$ cat config.mk
export PLATFORM = sky130hd
export DESIGN_NAME = clk_ctrl
export DESIGN_NICKNAME = d
export VERILOG_FILES = /design/src/rtl/clk_ctrl_pkg.sv /design/src/rtl/clk_ctrl_if.sv /design/src/rtl/clk_ctrl_key_debounce.sv /design/src/rtl/clk_ctrl.sv
export SDC_FILE = /design/constraint.sdc
export NUM_CORES = 1
export LEC_CHECK = 0
export ABC_CLOCK_PERIOD_IN_PS = 2700
export CAP_MARGIN = 15
export CORE_MARGIN = 8
export CORE_UTILIZATION = 25
export DETAILED_ROUTE_END_ITERATION = 8
export MAX_ROUTING_LAYER = met4
export PLACE_DENSITY_LB_ADDON = 0.1
export REMOVE_ABC_BUFFERS = 1
export SETUP_SLACK_MARGIN = 0.3
export SYNTH_ARGS = -nofsm -noshare
export SYNTH_HDL_FRONTEND = slang
export SYNTH_SLANG_ARGS = --single-unit
$ cat constraint.sdc
create_clock -name iCLK_50 -period 2.7 [get_ports iCLK_50]
set_clock_uncertainty 0.2 [all_clocks]
set_input_delay 0.54 -clock iCLK_50 [delete_from_list [all_inputs] [get_ports iCLK_50]]
set_output_delay 0.54 -clock iCLK_50 [all_outputs]
set_load 0.02 [all_outputs]
$ cat src/rtl/clk_ctrl_pkg.sv
// Shared constants for the clock controller: default timing parameters,
// pushbutton indices and the counter-width helper.
package clk_ctrl_pkg;

  localparam int DEF_DEBOUNCE_CYCLES = 500000;
  localparam int DEF_SLOW_HALF       = 10000000;
  localparam int DEF_FAST_HALF       = 31;
  localparam int DEF_MEM_HALF        = 5;

  localparam int STEP     = 3;
  localparam int SEL_AUTO = 2;
  localparam int SEL_FAST = 1;

  // A counter running 0..n-1 needs clog2(n) bits; keep at least one bit.
  function automatic int cnt_width(input int n);
    return (n > 1) ? $clog2(n) : 1;
  endfunction

endpackage

$ cat src/rtl/clk_ctrl_if.sv
// One pushbutton channel: raw active-low key in, one-cycle press event out.
// press is high for exactly one iCLK_50 cycle per accepted press; there is no back-pressure.
interface clk_ctrl_if;
  logic raw;
  logic press;

  modport master (input raw, output press);
  modport slave  (output raw, input press);
endinterface

$ cat src/rtl/clk_ctrl_key_debounce.sv
// Synchronizer, debouncer and falling-edge detector for one active-low key.
// press is combinational and marks the cycle whose edge commits a new low level.
module key_debounce
  import clk_ctrl_pkg::*;
#(
  parameter int CYCLES = DEF_DEBOUNCE_CYCLES
) (
  input  logic          clk,
  input  logic          rst,
  clk_ctrl_if.master    key
);

  localparam int W = cnt_width(CYCLES);
  localparam logic [W-1:0] LAST = W'(CYCLES - 1);

  logic [1:0]   sync_q;
  logic [1:0]   settle;
  logic         sync;
  logic         level;
  logic         armed;
  logic         done;
  logic [W-1:0] cnt;

  assign sync      = sync_q[1];
  assign done      = (sync != level) && (cnt == LAST);
  assign key.press = done && !sync && armed;

  // armed only once the key has been seen released after reset, so a press
  // held through reset never produces an event.
  always_ff @(posedge clk) begin
    if (rst) begin
      sync_q <= 2'b11;
      settle <= 2'b00;
      level  <= 1'b1;
      armed  <= 1'b0;
      cnt    <= '0;
    end else begin
      sync_q <= {sync_q[0], key.raw};
      settle <= {settle[0], 1'b1};
      if (settle[1] && sync && level)
        armed <= 1'b1;
      if (sync == level) begin
        cnt <= '0;
      end else if (done) begin
        level <= sync;
        cnt   <= '0;
      end else begin
        cnt <= cnt + 1'b1;
      end
    end
  end

endmodule

$ cat src/rtl/clk_ctrl.sv
// Processor/memory clock controller: manual single-step or auto slow/fast
// clock selected by debounced pushbuttons, all logic on iCLK_50.
module clk_ctrl
  import clk_ctrl_pkg::*;
#(
  parameter int DEBOUNCE_CYCLES = DEF_DEBOUNCE_CYCLES,
  parameter int SLOW_HALF       = DEF_SLOW_HALF,
  parameter int FAST_HALF       = DEF_FAST_HALF,
  parameter int MEM_HALF        = DEF_MEM_HALF
) (
  input  logic       iCLK_50,
  input  logic       iRST,
  input  logic [3:1] iKEY,
  output logic       oCLK,
  output logic       oCLKMem,
  output logic       oSelAuto,
  output logic       oSelFast,
  output logic       oStepPulse
);

  localparam int SLOW_W = cnt_width(SLOW_HALF);
  localparam int FAST_W = cnt_width(FAST_HALF);
  localparam int MEM_W  = cnt_width(MEM_HALF);
  localparam logic [SLOW_W-1:0] SLOW_LAST = SLOW_W'(SLOW_HALF - 1);
  localparam logic [FAST_W-1:0] FAST_LAST = FAST_W'(FAST_HALF - 1);
  localparam logic [MEM_W-1:0]  MEM_LAST  = MEM_W'(MEM_HALF - 1);

  clk_ctrl_if step_key ();
  clk_ctrl_if auto_key ();
  clk_ctrl_if fast_key ();

  assign step_key.raw = iKEY[STEP];
  assign auto_key.raw = iKEY[SEL_AUTO];
  assign fast_key.raw = iKEY[SEL_FAST];

  key_debounce #(.CYCLES(DEBOUNCE_CYCLES)) u_step (.clk(iCLK_50), .rst(iRST), .key(step_key));
  key_debounce #(.CYCLES(DEBOUNCE_CYCLES)) u_auto (.clk(iCLK_50), .rst(iRST), .key(auto_key));
  key_debounce #(.CYCLES(DEBOUNCE_CYCLES)) u_fast (.clk(iCLK_50), .rst(iRST), .key(fast_key));

  logic [SLOW_W-1:0] slow_cnt;
  logic [FAST_W-1:0] fast_cnt;
  logic [MEM_W-1:0]  mem_cnt;
  logic              slow_lvl;
  logic              fast_lvl;
  logic              mem_lvl;
  logic              manual_lvl;

  // Free-running dividers; select changes never touch them.
  always_ff @(posedge iCLK_50) begin
    if (iRST) begin
      slow_cnt <= '0;
      fast_cnt <= '0;
      mem_cnt  <= '0;
      slow_lvl <= 1'b0;
      fast_lvl <= 1'b0;
      mem_lvl  <= 1'b0;
    end else begin
      if (slow_cnt == SLOW_LAST) begin
        slow_cnt <= '0;
        slow_lvl <= ~slow_lvl;
      end else begin
        slow_cnt <= slow_cnt + 1'b1;
      end
      if (fast_cnt == FAST_LAST) begin
        fast_cnt <= '0;
        fast_lvl <= ~fast_lvl;
      end else begin
        fast_cnt <= fast_cnt + 1'b1;
      end
      if (mem_cnt == MEM_LAST) begin
        mem_cnt <= '0;
        mem_lvl <= ~mem_lvl;
      end else begin
        mem_cnt <= mem_cnt + 1'b1;
      end
    end
  end

  always_ff @(posedge iCLK_50) begin
    if (iRST) begin
      manual_lvl <= 1'b0;
      oStepPulse <= 1'b0;
      oSelAuto   <= 1'b0;
      oSelFast   <= 1'b0;
      oCLK       <= 1'b0;
    end else begin
      manual_lvl <= manual_lvl ^ step_key.press;
      oStepPulse <= step_key.press;
      oSelAuto   <= oSelAuto ^ auto_key.press;
      oSelFast   <= oSelFast ^ fast_key.press;
      oCLK       <= oSelAuto ? (oSelFast ? fast_lvl : slow_lvl) : manual_lvl;
    end
  end

  assign oCLKMem = mem_lvl;

endmodule

; Yosys cells after proc, flatten, opt, wreduce, memory -nomap -nowiden
; Cells that the tools add are included.
[classes]
addsub = 6
n_eq_ne = 12
n_mux = 5
bitwise_logic = 9
reduce_logical = 27
[ops]
columns = op, n
row1 = $add 19x1->19 const B, 3
row2 = $eq 19x19->1 const B, 3
row3 = $add 24x1->24 const B, 1
row4 = $eq 24x24->1 const B, 1
row5 = $logic_and 1x1->1, 15
row6 = $reduce_or 3->1, 3
row7 = $not 1->1, 6
row8 = $reduce_and 2->1, 3
row9 = $reduce_or 2->1, 3
row10 = $add 5x1->5 const B, 1
row11 = $eq 5x5->1 const B, 1
row12 = $mux 1, 5
row13 = $add 3x1->3 const B, 1
row14 = $eq 1x1->1, 3
row15 = $eq 3x3->1 const B, 1
row16 = $logic_not 1->1, 3
row17 = $ne 1x1->1, 3
row18 = $xor 1x1->1, 3
[totals]
reg_bits = 115
inputBits = 5
out_inout_bits = 5
elab_cells = 88

; Depth between registers and ports, before layout
; Gate-level depths: netlist of run 1.
[depth]
depth_word = 5
mapped_depth = 7
depth_no_buf = 5

; Cells and area by module
; Synthesis of run 1 repeated with hierarchy kept, for this count alone.
[unflattened]
hier_cells = 542
hier_area_um2 = 4933.5
[by_module_without_submodules]
columns = module, n_inst, cells_per_inst, area_per_inst_um2, seq_area_each_um2
row1 = key_debounce, 3, 117, 1066.0, 500.5
row2 = clk_ctrl, 1, 191, 1735.4, 800.8

; Worst setup path before layout of run 1
; OpenSTA, ideal clock, no wires.
[synth_timing]
kind = reg2reg
from = register u_step.cnt[6]
to = register u_step.cnt[10]
setup_time_ns = 0.115
t_arrival_ns = 1.930
required_time_ns = 2.385
slack_ns = 0.456
path_stages_with_launch = 7
path_buffers = 2
period_less_slack_ns = 2.244
cell_sequence = dfxtp_1 > or4_1 > or4_1 > buf_2 > o211ai_4 > buf_6 > nor2_1
[synth_between]
elab_chain_len = 3
elab_cells_between_ends = 4
classes_between = 1 x add/sub / 1 x eq/ne / 2 x reduce/logical
[synth_rtl]
columns = element, line_no
row1 = from (decl), clk_ctrl_key_debounce.sv:22  ; logic [W-1:0] cnt;
row2 = from (signal assigned), clk_ctrl_key_debounce.sv:48  ; cnt <= cnt + 1'b1;
row3 = "parallel branches: the longest is 3 deep, another holds $add 19x1->19", -
; Several ways; the timed one is not identified.
; A chain may end at the register's enable or synchronous reset.

; Worst setup path after layout of run 1
[layout_timing]
from = register u_step.cnt[6]
to = register u_step.cnt[15]
; Same word-level chain as after synthesis.

==> results.toml, run 1 <==
[sta]
setup_ws_ns = 0.409
fin_setup_tns_ns = 0
worst_pin_slew_ns = 0.683
rsz0062_at_grt = "false"
setup_viol = 0
fmaxAchievable_mhz = 436
finalCriticalPeriod_ns = 2.29
post-route-period-util = 0.849
slew_violations = 0
hold_viol_final = 0
slew_headroom = 0.544

[floorplan]
pin_count = 10
num_rows = 50
die_h_um = 154
fp.dieArea_um2 = 23700
die_width_um = 154
initial_core_util = 0.254
core_um2 = 18700

[global_route]
grt_usage = 0.0881
overflow = 0
grt.met3_usage = 0.0291
grt_start_max_net_pins = 25
use_met2 = 0.136
met1_usage = 0.107
grt_pass1_wl_um = 16600
grt-busiest-layer = "met2"
grt_pass1_vias = 3449
antenna_found_initial = 0

[final_layout]
area_growth_pct = 15.0
final_common_cell = "dfxtp_1"
final_area_um2 = 5460
diodes = 0
drive_gt1_frac = 0.0759
layout_common_cells = "dfxtp_1 (111), nor2_1 (73), nand3_1 (32)"
final_nets = 561

[clocking]
cts.sinks = 111
root_buffer = "clkbuf_16"
ctsHoldBuffers = 0
cts-buffers-inserted = 9
clk_path_buf_depth = 2
insertion_delay_ns = 0.35
h-tree-depth = 3
cts_setup_buffers = 0
cts_tree = "done"
clk_pin_slew_worst_paths_ns = 0.07

[placed_design]
pre_cts_ws_ns = 0.315
place_area_um2 = 5130
gp_congestion = 0.763
io_buffers = 9
dp_hpwl_um = 6740

[hold_path]
hp-class = "flip-flop to flip-flop"

[synth]
syn-cell-area_um2 = 4750
synthCells = 537
ys_seq_elements = 111
ys_warn_count = 0
synth_edf_count = 0
ys_types = 44
ys.flop_type = "dfxtp_1"
async_flop_share = 0
ys_seq_area_frac = 0.468
syn_area_per_cell_um2 = 8.85

[routing]
postRouteWirelength_um = 9740
drt_iter0_markers = 158
drcViolationCount = 0
drtPass1Iterations = 6
wl_per_cell_um = 12.4
final_antenna_net_count = 0
vias = 3651
viasPerCell = 4.64

[critical_path]
critPathKind = "flip-flop to flip-flop"
startpoint_type = "flip-flop"
worst-endpoint-arrival_ns = 2.32
cp_data_required_time_ns = 2.73
cp_cell_sequence = "or4_1 > or4_4 > o211ai_4 > buf_4 > a21oi_1"
slowest_delay_ns = 0.60
endpoint_kind = "flip-flop"
path_max_fanout = 19
worst_path_max_delay_cell = "or4_4"

[flow_run]
max-cap-violations = 0

[power_and_ir_drop]
power.density_nw_per_um2 = 587
p_leak_nw = 1.67
vdd_drop_max_v = 0.000274
power_mw = 3.21

[outcome]
status = "finished clean"
## layout make-up
type                       instances  area [um2]
timing repair buffer              19         169
multi-input combinational        390        2390
sequential                       111        2220
tap                              234         293
clock buffer                      13         260
fill                            1963       13200
clock inverter                     3        65.1
inverter                          17        63.8
## cell usage after synthesis, types with 2 or more instances
cell | number | share of area
dfxtp_1 | 111 | 0.47
nor2_1 | 73 | 0.058
nand3_1 | 32 | 0.034
a21oi_1 | 31 | 0.033
nand2_1 | 31 | 0.024
xor2_1 | 28 | 0.052
xnor2_1 | 27 | 0.050
nand4_1 | 20 | 0.026
or4_1 | 19 | 0.030
o21ai_0 | 18 | 0.019
inv_1 | 16 | 0.013
or3_1 | 16 | 0.021
clkbuf_1 | 14 | 0.011
o31ai_1 | 13 | 0.021
nor4_1 | 11 | 0.014
or2_2 | 11 | 0.014
nor3_1 | 9 | 0.0095
ha_1 | 8 | 0.021
and4_1 | 7 | 0.013
and2_1 | 5 | 0.0066
and3_1 | 4 | 0.0053
a31oi_1 | 3 | 0.0039
buf_2 | 3 | 0.0032
nor4b_1 | 3 | 0.0055
nand4b_1 | 2 | 0.0037
nor4bb_1 | 2 | 0.0042
o211ai_1 | 2 | 0.0032
or4bb_1 | 2 | 0.0047
## final timing paths
path | startpoint | end | slack (ns) | cells after the start
max | u_step.cnt[6] | u_step.cnt[15] | 0.41 | 5
min | u_step.sync_q[0] | u_step.sync_q[1] | 0.21 | 1
max reg2reg | u_step.cnt[6] | u_step.cnt[15] | 0.41 | 5
min reg2reg | u_step.sync_q[0] | u_step.sync_q[1] | 0.21 | 1
## cell families after synthesis
family | after synthesis | synth area share
flip-flops | 111 | 0.468
adder cells (fa/ha/maj) | 8 | 0.0211
multiplexers | 1 | 0.00211
buffers and inverters | 36 | 0.0308
AO/OA/AOI/OAI | 75 | 0.0958
AND/OR/NAND/NOR | 251 | 0.281
XOR/XNOR | 55 | 0.101
## critical path, delay by kind of cell (launching register included)
family                 cells  cell delay [ns]
buffers and inverters      1             0.26
DFF                        1             0.34
AOI/OAI and AO/OA          2             0.24
and+or+nand+nor            2             1.13
## power breakdown
part / internal, mW / switching (mW) / leakage (nW)
Combinational: 0.0325 / 0.0414 / 0.607
Clock: 0.864 / 0.598 / 0.160
Sequential: 1.66 / 0.0160 / 0.899
Total: 2.55 / 0.655 / 1.67
## state kept, by name, indices dropped and copies added, names as in the netlist, 2 cells and up
| register | cells |
|---|---|
| slow_cnt | 24 |
| u_auto.cnt | 19 |
| u_fast.cnt | 19 |
| u_step.cnt | 19 |
| fast_cnt | 5 |
| mem_cnt | 3 |
| u_auto.sync_q | 2 |
| u_fast.sync_q | 2 |
| u_step.settle | 2 |
| u_step.sync_q | 2 |
## what timing repair did
action                     in CTS  in global routing
setup endpoints to repair       4                 22
hold endpoints to repair        0                  0
gates resized for setup         1                  2
## metal layers
layer	vias up	wire [um]
met2	29	4340
met1	1683	4960
li1	1930	-
met5	-	0
met4	0	113
met3	9	327
## metrics by stage
stage	hold WS, ns	cells	utilization
6_report	0.212	787	0.292
5_1_grt	0.237	787	0.292
4_1_cts	0.215	787	0.292
3_5_place_dp	0.197	771	0.274
3_3_place_gp	0.194	771	0.274
2_1_floorplan	0.189	518	-
Power figures use the tool's default switching activity.
==> run 2, diff against run 1 <==
--- a/config.mk
+++ b/config.mk
@@ -5,7 +5,7 @@
 export SDC_FILE = /design/constraint.sdc
 export NUM_CORES = 1
 export LEC_CHECK = 0
-export ABC_CLOCK_PERIOD_IN_PS = 2700
+export ABC_CLOCK_PERIOD_IN_PS = 2300
 export CAP_MARGIN = 15
 export CORE_MARGIN = 8
 export CORE_UTILIZATION = 25
==> constraint.sdc (replaced) <==
create_clock -name iCLK_50 -period 2.3 [get_ports iCLK_50]
set_clock_uncertainty 0.2 [all_clocks]
set_input_delay 0.46 -clock iCLK_50 [delete_from_list [all_inputs] [get_ports iCLK_50]]
set_output_delay 0.46 -clock iCLK_50 [all_outputs]
set_load 0.02 [all_outputs]
==> run 2 against run 1 <==
  * Sequential power rose by 17%
  * Critical path type unchanged
  * Non-clock buffer count rose by 33
  * Sequential share of layout area fell by 3.1 points
  * Critical endpoint is now manual_lvl
==> results.toml, run 2 (synthesis gave the netlist of run 1 again) <==
[sta]
rsz0062_at_grt = "true"
slew_violations = 0
fmaxAchievable_mhz = 461
fin_setup_tns_ns = 0
setup_ws_ns = 0.132
finalCriticalPeriod_ns = 2.17
hold_viol_final = 0
post-route-period-util = 0.943
fin_hold_ws_ns = 0.213
slew_headroom = 0.714
setup_viol = 0
worst_pin_slew_ns = 0.423

[final_layout]
final_area_um2 = 5970
largest-register = "slow_cnt"
diodes = 0
final_nets = 594
largest_reg_flops = 24
final_common_cell = "dfxtp_1"
area_growth_pct = 25.6
drive_gt1_frac = 0.210
finish.utilization = 0.319
instances_no_fill = 820
layout_common_cells = "dfxtp_1 (100), nor2_1 (60), buf_4 (37)"

[routing]
drt_iter0_markers = 149
postRouteWirelength_um = 10900
wl_per_cell_um = 13.2
drcViolationCount = 0
final_antenna_net_count = 0
vias = 3848
viasPerCell = 4.69
drtPass1Iterations = 6

[critical_path]
startpoint_type = "flip-flop"
worst-endpoint-arrival_ns = 2.26
critPathKind = "flip-flop to flip-flop"
path_max_fanout = 3
cp_data_required_time_ns = 2.39
endpoint_kind = "flip-flop"

[floorplan]
core_um2 = 18700
num_rows = 50
fp.dieArea_um2 = 23700
pin_count = 10
initial_core_util = 0.254
die_h_um = 154
die_width_um = 154

[placed_design]
dp_hpwl_um = 6830
placedCellCount = 787
pre_cts_ws_ns = 0.0655
gp_congestion = 0.725
io_buffers = 9
place_area_um2 = 5270

[power_and_ir_drop]
clkPwrFrac = 0.428
seqPwrFrac = 0.539
vdd_drop_max_v = 0.000301
pwr-share-comb = 0.033
internal_power_mw = 2.85
power_mw = 3.64
power.switching_uw = 790
p_leak_nw = 1.87
power.density_nw_per_um2 = 610
sw_frac_of_total = 0.217

[outcome]
status = "finished clean"

[clocking]
root_buffer = "clkbuf_16"
clk_pin_slew_worst_paths_ns = 0.07
clk_path_buf_depth = 2
h-tree-depth = 3
cts_tree = "done"
cts-buffers-inserted = 9
insertion_delay_ns = 0.35
cts.sinks = 111

[global_route]
grt_pass1_wl_um = 17600
use_met2 = 0.147
met1_usage = 0.113
grt-busiest-layer = "met2"
overflow = 0
grt.met3_usage = 0.0305
antenna_found_initial = 0
grt_pass1_vias = 3638
grt_start_max_net_pins = 25
grt_usage = 0.0930

[flow_run]
max-cap-violations = 0

[hold_path]
hp-class = "flip-flop to flip-flop"
## run 2: cell types whose count changed in the layout (fill, tap and decap cells not counted), sizes merged
cell           change
buf               +30
clkbuf             +3
clkdlybuf4s50      -3
dlygate4sd2        +3
bufinv             -2
clkinv             +2
## run 2: power groups by stage
stage	registers (mW)	clock network, mW	logic, mW
detailed placement	2.01	0	0.0952
floorplan	2.01	0	0.0526
finish	1.96	1.56	0.118
CTS	1.96	1.64	0.0975
global route	1.97	1.71	0.133
global placement	2.01	0	0.0939
## run 2: worst paths after layout
kind,from,to,slack (ns),cells past startpoint
setup / recovery,u_step.cnt[10],manual_lvl,0.13,4
hold / removal,u_step.sync_q[0],u_step.sync_q[1],0.21,1
setup reg to reg,u_step.cnt[10],manual_lvl,0.13,4
hold reg to reg,u_step.sync_q[0],u_step.sync_q[1],0.21,1
## run 2: cell type report
class,count,area (um2)
Fill cell,1955,12700
Multi-Input combinational cell,390,2580
Sequential cell,111,2240
Timing Repair Buffer,52,494
Tap cell,234,293
Clock buffer,13,280
Inverter,17,63.8
Clock inverter,3,15.0
## run 2: per-layer routing
| metal | vias to the layer above | wire [um] |
|---|---|---|
| met5 | - | 0 |
| met4 | 0 | 110 |
| met3 | 7 | 283 |
| met2 | 25 | 5090 |
| met1 | 1822 | 5370 |
| li1 | 1994 | - |
## run 2: critical path, stage by stage (launching register included)
cell     delay (ns)
dfxtp_1        0.31
or4_4          0.52
or4_4          0.57
or3_1          0.38
a21oi_1        0.12
## run 2: timing repair
item	in CTS	in global routing
buffers inserted	6	6
hold buffers	0	0
resized for setup	20	54
pin swaps	4	25
cloned	1	4
endpoints found under the setup margin	70	86
==> run 3, diff against run 2 <==
==> constraint.sdc (replaced) <==
create_clock -name iCLK_50 -period 2.3 [get_ports iCLK_50]
set_clock_uncertainty 0.2 [all_clocks]
set_input_delay 0.46 -clock iCLK_50 [delete_from_list [all_inputs] [get_ports iCLK_50]]
set_output_delay 0.46 -clock iCLK_50 [all_outputs]
set_load 0.1 [all_outputs]
==> run 3 against run 2 <==
  * Count of clock-buffer cells in the layout stayed put
  * First-iteration DRC count shrank 4.0%
  * Largest power group unchanged
  * Core utilization grew 0.34 points
  * Maximum frequency fell by 1.9%
  * Largest cell class unchanged
  * Final cell count grew 0.12%
  * Sequential cell count did not move
  * Hold slack got worse by 0.0034 ns
==> results.toml, run 3 (synthesis gave the netlist of run 1 again) <==
[flow_run]
max-cap-violations = 0

[clocking]
h-tree-depth = 3
root_buffer = "clkbuf_16"
insertion_delay_ns = 0.35
clk_pin_slew_worst_paths_ns = 0.07
ctsHoldBuffers = 0
cts_tree = "done"
cts.sinks = 111
cts-buffers-inserted = 9
clk_path_buf_depth = 2

[hold_path]
hp-class = "flip-flop to flip-flop"

[sta]
post-route-period-util = 0.961
hold_viol_final = 0
setup_ws_ns = 0.0904
rsz0062_at_grt = "true"
setup_viol = 0
fin_hold_ws_ns = 0.209
worst_pin_slew_ns = 0.398
fmaxAchievable_mhz = 453
slew_violations = 0
finalCriticalPeriod_ns = 2.21
slew_headroom = 0.731

[routing]
final_antenna_net_count = 0
wl_per_cell_um = 13.0
drt_iter0_markers = 143
viasPerCell = 4.66
vias = 3828
drcViolationCount = 0
drtPass1Iterations = 4
postRouteWirelength_um = 10700

[final_layout]
diodes = 0
final_common_cell = "dfxtp_1"
layout_common_cells = "dfxtp_1 (97), nor2_1 (67), buf_4 (36)"
area_growth_pct = 26.9
finish.utilization = 0.322
multi_input_area_um2 = 2550
regArea_um2 = 2250
drive_gt1_frac = 0.216
nFillCells = 1960
final_nets = 595
largest_reg_flops = 24
largest-register = "slow_cnt"

[critical_path]
path_max_fanout = 4
slowest_delay_ns = 0.58
startpoint_type = "flip-flop"
worst-endpoint-arrival_ns = 2.25
critPathKind = "flip-flop to flip-flop"
cp_data_required_time_ns = 2.34
worst_path_max_delay_cell = "or4_4"
endpoint_kind = "flip-flop"
cp_cell_sequence = "or4_1 > or4_4 > buf_6 > o21ai_0 > a21oi_2"

[placed_design]
dp_hpwl_um = 7000
gp_congestion = 0.746
pre_cts_ws_ns = 0.00468
io_buffers = 9

[floorplan]
die_h_um = 154
initial_core_util = 0.254
num_rows = 50
fp.dieArea_um2 = 23700
pin_count = 10
die_width_um = 154
core_um2 = 18700

[power_and_ir_drop]
p_leak_nw = 1.92
power.density_nw_per_um2 = 633
vdd_drop_max_v = 0.000360
power_mw = 3.82

[global_route]
overflow = 0
grt_pass1_wl_um = 17500
grt_pass1_vias = 3594
grt_start_max_net_pins = 20
antenna_found_initial = 0
grt_usage = 0.0934

[outcome]
status = "finished clean"
-- run 3: layout make-up --
class | instances | share of cell area
Multi-Input combinational cell | 390 | 0.422
Sequential cell | 111 | 0.373
Timing Repair Buffer | 53 | 0.0921
Tap cell | 234 | 0.0485
Clock buffer | 13 | 0.0431
Clock inverter | 3 | 0.0108
Inverter | 17 | 0.0106
-- run 3: stage by stage --
step / instances / instance area (um2) / setup TNS, ns
after floorplan: 518 / 4670 / -0.654
after global placement: 787 / 5290 / 0
after detailed placement: 787 / 5290 / 0
after CTS: 817 / 5840 / 0
after global routing: 821 / 6030 / 0
final: 821 / 6030 / 0
-- run 3: per-layer routing --
metal | track usage | routed length, um | part of all wire | up-vias
li1 | - | - | - | 1993
met1 | 0.110 | 5390 | 0.51 | 1804
met2 | 0.150 | 4880 | 0.46 | 22
met3 | 0.0305 | 274 | 0.026 | 9
met4 | 0.0280 | 121 | 0.011 | 0
met5 | - | 0 | 0 | -
-- run 3: where the power goes --
part / switching (mW) / leakage [nW] / internal, mW
logic: 0.0680 / 0.849 / 0.0696
registers: 0.0184 / 0.907 / 1.94
clock network: 0.703 / 0.160 / 1.01
-- run 3: worst max-delay path, delay by kind of cell, from the launching register on --
family	cells	cell delay (ns)
AOI/OAI and AO/OA	2	0.33
buffers and inverters	1	0.16
and+or+nand+nor	2	1.10
DFF	1	0.31
-- run 3: worst paths after layout --
kind,from,to,slack (ns),cells past startpoint
worst max register to register,u_step.cnt[6],manual_lvl,0.09,5
worst min-delay path,u_step.sync_q[0],u_step.sync_q[1],0.21,1
worst min register to register,u_step.sync_q[0],u_step.sync_q[1],0.21,1
worst max-delay path,u_step.cnt[6],manual_lvl,0.09,5
-- run 3: what timing repair did --
item                                    in CTS  in global routing
gates resized for setup                     23                 41
endpoints found under the setup margin      68                 69
cloned                                       2                  1
pin swaps                                   11                  8
buffers inserted                            12                  3
